--- config.mk ---
export PLATFORM = sky130hd
export DESIGN_NAME = axis_demux_4
export DESIGN_NICKNAME = d
export VERILOG_FILES = /design/src/rtl/axis_demux_4.sv
export SDC_FILE = /design/constraint.sdc
export NUM_CORES = 1
export LEC_CHECK = 0
export CORE_UTILIZATION = 30
export CTS_CLUSTER_DIAMETER = 60
export CTS_CLUSTER_SIZE = 16
export DETAILED_ROUTE_END_ITERATION = 12
export GPL_TIMING_DRIVEN = 0
export SLEW_MARGIN = 15
export SYNTH_ARGS = -nofsm -noshare
export SYNTH_HDL_FRONTEND = slang
export SYNTH_SLANG_ARGS = --single-unit
--- constraint.sdc ---
create_clock -name clk -period 2.1 [get_ports clk]
set_input_delay 0.42 -clock clk [delete_from_list [all_inputs] [get_ports clk]]
set_output_delay 0.42 -clock clk [all_outputs]
set_load 0.01 [all_outputs]
--- src/rtl/axis_demux_4.sv ---
`default_nettype none
// ============================================================================
// Module   : axis_demux_4
// Purpose  : Frame-aware AXI-Stream 1:4 demultiplexer. Each frame goes whole
//            to the output chosen at its first beat, or is discarded when
//            drop is set at that beat. Outputs are fed from a 2-entry skid
//            buffer so input_tready is a flop and 1 beat/cycle is sustained.
// Ports    : clk, rst (sync, active-low)
//            enable, drop, select[1:0]     frame-start controls
//            input_t{data,valid,ready,last,user}     upstream stream
//            output_N_t{data,valid,ready,last,user}  N = 0..3 downstream
// Revision : 1.0 - initial release
// ============================================================================
module axis_demux_4 #(
    parameter int DATA_WIDTH  = 8,
    parameter int USER_ENABLE = 1,
    parameter int USER_WIDTH  = 1
) (
    input  logic                  clk,
    input  logic                  rst,

    input  logic                  enable,
    input  logic                  drop,
    input  logic [1:0]            select,

    input  logic [DATA_WIDTH-1:0] input_tdata,
    input  logic                  input_tvalid,
    output logic                  input_tready,
    input  logic                  input_tlast,
    input  logic [USER_WIDTH-1:0] input_tuser,

    output logic [DATA_WIDTH-1:0] output_0_tdata,
    output logic                  output_0_tvalid,
    input  logic                  output_0_tready,
    output logic                  output_0_tlast,
    output logic [USER_WIDTH-1:0] output_0_tuser,

    output logic [DATA_WIDTH-1:0] output_1_tdata,
    output logic                  output_1_tvalid,
    input  logic                  output_1_tready,
    output logic                  output_1_tlast,
    output logic [USER_WIDTH-1:0] output_1_tuser,

    output logic [DATA_WIDTH-1:0] output_2_tdata,
    output logic                  output_2_tvalid,
    input  logic                  output_2_tready,
    output logic                  output_2_tlast,
    output logic [USER_WIDTH-1:0] output_2_tuser,

    output logic [DATA_WIDTH-1:0] output_3_tdata,
    output logic                  output_3_tvalid,
    input  logic                  output_3_tready,
    output logic                  output_3_tlast,
    output logic [USER_WIDTH-1:0] output_3_tuser
);

    localparam logic [1:0] c_ST_IDLE   = 2'd0;
    localparam logic [1:0] c_ST_ACTIVE = 2'd1;
    localparam logic [1:0] c_ST_DROP   = 2'd2;

    logic [1:0]            r_state;
    logic [1:0]            w_state_next;
    logic [1:0]            r_sel;
    logic                  r_in_ready;
    logic                  w_in_ready_next;

    logic                  w_accept;
    logic                  w_discard;
    logic                  w_push;
    logic [1:0]            w_push_dest;

    // Output register set
    logic [DATA_WIDTH-1:0] r_out_data;
    logic                  r_out_last;
    logic [USER_WIDTH-1:0] r_out_user;
    logic [1:0]            r_out_dest;
    logic                  r_out_valid;

    // Temp (skid) register set
    logic [DATA_WIDTH-1:0] r_tmp_data;
    logic                  r_tmp_last;
    logic [USER_WIDTH-1:0] r_tmp_user;
    logic [1:0]            r_tmp_dest;
    logic                  r_tmp_valid;

    logic                  w_dest_ready;
    logic                  w_out_load;
    logic                  w_tmp_valid_next;

    assign input_tready = r_in_ready;
    assign w_accept     = input_tvalid & r_in_ready;
    assign w_push       = w_accept & ~w_discard;

    // Only the ready of the output currently holding a beat matters.
    always_comb begin
        w_dest_ready = 1'b0;
        case (r_out_dest)
            2'd0:    w_dest_ready = output_0_tready;
            2'd1:    w_dest_ready = output_1_tready;
            2'd2:    w_dest_ready = output_2_tready;
            default: w_dest_ready = output_3_tready;
        endcase
    end

    // Output register may take a new beat this edge (empty or being drained).
    assign w_out_load = ~r_out_valid | w_dest_ready;

    // Ready is only ever high while temp is empty, so a push never coincides
    // with a pending temp beat; temp therefore only fills when the output
    // register is held.
    assign w_tmp_valid_next = w_out_load ? 1'b0 : (r_tmp_valid | w_push);

    // Next-state / routing decode
    always_comb begin
        w_state_next = r_state;
        w_discard    = 1'b0;
        w_push_dest  = r_sel;
        case (r_state)
            c_ST_IDLE: begin
                // Frame start: controls are live; drop overrides select.
                w_push_dest = select;
                w_discard   = drop;
                if (w_accept && !input_tlast) begin
                    w_state_next = drop ? c_ST_DROP : c_ST_ACTIVE;
                end
            end
            c_ST_ACTIVE: begin
                if (w_accept && input_tlast) begin
                    w_state_next = c_ST_IDLE;
                end
            end
            c_ST_DROP: begin
                w_discard = 1'b1;
                if (w_accept && input_tlast) begin
                    w_state_next = c_ST_IDLE;
                end
            end
            default: begin
                w_state_next = c_ST_IDLE;
            end
        endcase
    end

    // Registered ready, computed from the state and skid occupancy that will
    // hold after this edge. In DROP nothing is pushed, so skid room is moot.
    always_comb begin
        w_in_ready_next = 1'b0;
        case (w_state_next)
            c_ST_IDLE:   w_in_ready_next = enable & ~w_tmp_valid_next;
            c_ST_ACTIVE: w_in_ready_next = ~w_tmp_valid_next;
            c_ST_DROP:   w_in_ready_next = 1'b1;
            default:     w_in_ready_next = 1'b0;
        endcase
    end

    always_ff @(posedge clk) begin
        if (!rst) begin
            r_state    <= c_ST_IDLE;
            r_sel      <= 2'd0;
            r_in_ready <= 1'b0;
        end else begin
            r_state    <= w_state_next;
            r_in_ready <= w_in_ready_next;
            if (r_state == c_ST_IDLE && w_accept && !drop) begin
                r_sel <= select;
            end
        end
    end

    always_ff @(posedge clk) begin
        if (!rst) begin
            r_out_data  <= '0;
            r_out_last  <= 1'b0;
            r_out_user  <= '0;
            r_out_dest  <= 2'd0;
            r_out_valid <= 1'b0;
            r_tmp_data  <= '0;
            r_tmp_last  <= 1'b0;
            r_tmp_user  <= '0;
            r_tmp_dest  <= 2'd0;
            r_tmp_valid <= 1'b0;
        end else begin
            r_tmp_valid <= w_tmp_valid_next;
            if (w_out_load) begin
                if (r_tmp_valid) begin
                    // Older beat in temp goes out first to keep order.
                    r_out_data  <= r_tmp_data;
                    r_out_last  <= r_tmp_last;
                    r_out_user  <= r_tmp_user;
                    r_out_dest  <= r_tmp_dest;
                    r_out_valid <= 1'b1;
                end else if (w_push) begin
                    r_out_data  <= input_tdata;
                    r_out_last  <= input_tlast;
                    r_out_user  <= input_tuser;
                    r_out_dest  <= w_push_dest;
                    r_out_valid <= 1'b1;
                end else begin
                    r_out_valid <= 1'b0;
                end
            end else if (w_push) begin
                r_tmp_data <= input_tdata;
                r_tmp_last <= input_tlast;
                r_tmp_user <= input_tuser;
                r_tmp_dest <= w_push_dest;
            end
        end
    end

    // Data/last are shared; only the destination's valid is raised.
    assign output_0_tdata  = r_out_data;
    assign output_1_tdata  = r_out_data;
    assign output_2_tdata  = r_out_data;
    assign output_3_tdata  = r_out_data;
    assign output_0_tlast  = r_out_last;
    assign output_1_tlast  = r_out_last;
    assign output_2_tlast  = r_out_last;
    assign output_3_tlast  = r_out_last;
    assign output_0_tvalid = r_out_valid & (r_out_dest == 2'd0);
    assign output_1_tvalid = r_out_valid & (r_out_dest == 2'd1);
    assign output_2_tvalid = r_out_valid & (r_out_dest == 2'd2);
    assign output_3_tvalid = r_out_valid & (r_out_dest == 2'd3);

    generate
        if (USER_ENABLE != 0) begin : g_user_on
            assign output_0_tuser = r_out_user;
            assign output_1_tuser = r_out_user;
            assign output_2_tuser = r_out_user;
            assign output_3_tuser = r_out_user;
        end else begin : g_user_off
            assign output_0_tuser = '0;
            assign output_1_tuser = '0;
            assign output_2_tuser = '0;
            assign output_3_tuser = '0;
        end
    endgenerate

endmodule
`default_nettype wire

==> results by stage <==
Logic synthesis:
- In this run, synthesis produced a sequential element count of 31.
- The number of synthesized flops with an enable pin is 0.
- The most area-hungry cell type in the Yosys netlist is sky130_fd_sc_hd__dfxtp_1.
- Averaged over all synthesized cells, the footprint is 9.014 um2.
- In this run the cell area of the synthesized design comes to 0.001812 mm2.
- By area the synthesized netlist is led by sky130_fd_sc_hd__dfxtp_1 (34%), sky130_fd_sc_hd__buf_4 (12%), sky130_fd_sc_hd__mux2i_1 (7.7%).
- In the post-synthesis netlist, the cell with the most instances is sky130_fd_sc_hd__dfxtp_1.
- Synthesis instantiated 39 different standard cells from the library.
- The leading register cell type out of synthesis is sky130_fd_sc_hd__dfxtp_1.
- The count of yosys warnings during synthesis is 0.
- Of all flip-flops after synthesis, the portion carrying an async set or reset was 0%.
- Ranked by instance count, the synthesized netlist is headed by sky130_fd_sc_hd__dfxtp_1 (31), sky130_fd_sc_hd__buf_4 (30), sky130_fd_sc_hd__nand3_1 (20), sky130_fd_sc_hd__a21oi_1 (17), sky130_fd_sc_hd__mux2i_1 (14).
- The sequential-to-total area share from yosys stat is 34.25%.
- The gate count of the mapped netlist is 201.
- The area fraction of the dominant cell type after synthesis is 34.25%.
- The number of nets in the synthesized netlist is 226.

Detailed routing:
- Once detail routing completed, the nets flagged for antenna violations numbered 0.
- After detailed routing, the number of remaining DRC violations is 0.
- Dividing the detail-routed wire length by the instance count gives 12.53 um.
- The total length of routed wires is 4336 um.
- The mean number of vias per cell is 4.746.
- The first detailed-routing pass ran for 5 iterations.
- Summing over every cut layer, the via total after detailed routing is 1642.
- The iteration-0 DRC count of the detailed router is 89.

GRT:
- The via count of the first global-routing pass is 1548.
- The initial antenna violation count is 0.
- The total routing usage reported by global routing is 14.65%.
- The total overflow left after global routing is 0.
- The largest net degree at the start of global routing is 11.
- The first global-routing pass estimated 7210 um of wire.

Setup path:
- The data arrival time of the critical path is 1.59 ns.
- Of all nets on the critical path, the largest fanout is 4.
- The kind of start point of the critical path is a flop.
- The critical path starts at r_out_valid.
- The worst flop-to-flop path startpoint is r_state[1].
- STA classifies the critical path endpoint as an output port.
- STA puts the critical path data required time at 1.68 ns.
- The worst setup path is of the reg -> out kind.

Power:
- The standby leakage power is 1.115 nW.
- Power spread over the standard cell area amounts to 530.0 mW/mm2.
- The highest ir drop seen on vdd is 0.2395 mV.

Layout:
- Cells fill 46.41% of the core in the end.
- The finished layout cell area is 0.002634 mm2.
- The antenna diode count is 0.
- The synthesis-to-finish area growth is 45.37%.
- The number of nets in the layout is 298.
- The count of fill cells added during filler insertion is 585.
- The post-route netlist has 19.71% of its cells at a drive strength greater than 1.

Timing:
- The time the final worst path needs with I/O delays and setup is 2.011 ns.
- Setup slack closes at 0.08895 ns.
- The number of hold violations in the final report is 0.
- The number of failing setup endpoints in the final timing report is 0.
- The portion of the clock cycle consumed by the worst path in the final layout is 95.76%.
- The worst hold margin is 0.4725 ns.
- The maximum clock frequency is 497.3 MHz.
- At the pin with the least slew margin, the transition time is 0.7799 ns.
- The total count of max-transition violations in the final report is 0.
- On the final layout, the worst clock skew is 0.005225 ns.
- The total negative slack is 0 ns.
- Setup repair after global routing left no endpoint under its margin.
- Headroom to the max-slew limit came out at 48.01%.

Clocking:
- Counting the buffers created by CTS gives 5.
- After clock tree synthesis, the clock-pin slew on the worst setup and hold paths is 0.06 ns.
- The clock root buffer is sky130_fd_sc_hd__clkbuf_8.
- The number of gates resized after cts is 0.
- The number of post-CTS setup repair buffers is 0.
- Clock tree synthesis found a total of 31 sinks.
- For the worst-skew pair, the clock arrives at the later sink with an insertion delay of 0.28 ns.
- The number of hold buffers added after cts is 0.
- TritonCTS built the clock tree.
- The H-tree was split into 2 levels.
- The maximum buffer depth of the clock tree is 2.

Placement:
- Detailed placement ended at an HPWL of 3182 um.
- Timing analysis after detailed placement gives a worst setup slack of 0.07270 ns.
- The cell area after placement is 0.002552 mm2.
- During placement, the flow inserted port buffers numbering 65.
- The weighted congestion reported at the end of routability-driven placement is 0.7877.

Min path:
- The startpoint identified for the worst hold timing path is r_tmp_data[0].
- The kind of path behind the tightest hold check is reg -> reg.

Run status:
- The run finished with clean final reports.

Floorplanning:
- The area of the core is 0.005675 mm2.
- The initial standard-cell utilization of the core is 31.92%.
- The floorplan has 27 rows.
- The die covers 0.006354 mm2.
- From bottom edge to top edge, the die measures 79.71 um.
- 66 I/O pins were placed.
- The horizontal die dimension is 79.71 um.

Run:
- The max capacitance violation total is 0.
[where the power goes]
| part | switching, mW | total (mW) | internal [mW] |
|---|---|---|---|
| logic | 0.127 | 0.324 | 0.197 |
| registers | 0.0201 | 0.627 | 0.607 |
| clock network | 0.213 | 0.446 | 0.232 |
[cell type report]
cell class              instances  area, um2  share of cell area [%]
clock inverters                 1      5.005                  0.1900
well taps                      72      90.09                   3.420
plain buffers                  41      304.0                   11.54
flip-flops and latches         31      620.6                   23.56
repair buffers                 65      650.6                   24.70
inverters                       6      22.52                  0.8551
multi-input cells             123      864.6                   32.83
clock buffers                   7      76.32                   2.898
[routing by layer]
| metal | up-vias | wire length (um) | global-route usage, % | part of all wire (%) |
|---|---|---|---|---|
| met3 | 6 | 208 | 2.971 | 4.8 |
| met4 | 0 | 59 | 6.727 | 1.4 |
| met5 | - | 0 | 0 | 0 |
| met1 | 752 | 2014 | 18.92 | 46 |
| met2 | 51 | 2053 | 23.25 | 47 |
| li1 | 833 | - | - | - |
[sequential cells by signal, summed over array words and instances, names as in the netlist]
name and cells:
output_0_tdata 8, r_tmp_data 8, r_out_dest 2, r_sel 2, r_state 2, r_tmp_dest 2, input_tready 1, output_0_tlast 1
output_0_tuser 1, r_out_valid 1, r_tmp_last 1, r_tmp_user 1, r_tmp_valid 1
[cells by family (layout without fill, tap and decap cells)]
kind of cell,count (synthesis),after routing,synth area share (%)
buf+inv,47,120,18.02
simple gates,49,49,13.61
mux,16,16,9.392
fa+ha+maj,4,4,2.763
flops,31,31,34.25
compound gates,54,54,21.96
[cell usage in the layout (no fill, tap or decap), types with 6 or more instances in the layout]
master,n
sky130_fd_sc_hd__a21oi_1,17
sky130_fd_sc_hd__clkdlybuf4s50_1,65
sky130_fd_sc_hd__nand2_1,7
sky130_fd_sc_hd__mux2i_1,14
sky130_fd_sc_hd__o21ai_1,6
sky130_fd_sc_hd__clkbuf_8,6
sky130_fd_sc_hd__nand3_1,20
sky130_fd_sc_hd__o21ai_0,6
sky130_fd_sc_hd__inv_1,6
sky130_fd_sc_hd__o211a_1,10
sky130_fd_sc_hd__nor2_1,11
sky130_fd_sc_hd__dfxtp_1,31
sky130_fd_sc_hd__buf_4,30
[final timing paths]
| kind | to | slack (ns) | cells after the start |
|---|---|---|---|
| worst min register to register | r_tmp_data[0] | 0.47 | 2 |
| worst min-delay path | r_tmp_data[0] | 0.47 | 2 |
| worst max-delay path | output_1_tvalid | 0.09 | 3 |
| worst max register to register | r_out_dest[1] | 0.20 | 8 |
[through the flow]
| stage | std cells | power (mW) |
|---|---|---|
| after global routing | 346 | 1.461 |
| after CTS | 346 | 1.414 |
| final | 346 | 1.396 |
| after detailed placement | 338 | 0.9657 |
| after global placement | 338 | 0.9632 |
| after floorplan | 201 | 0.8028 |
[worst max-delay path: stages, from the launching register on]
cell and delay (ns):
sky130_fd_sc_hd__dfxtp_1 0.32, sky130_fd_sc_hd__or2b_2 0.35, sky130_fd_sc_hd__nor2_1 0.11, sky130_fd_sc_hd__clkdlybuf4s50_1 0.54
No activity file was read; power rests on OpenSTA's default activity.
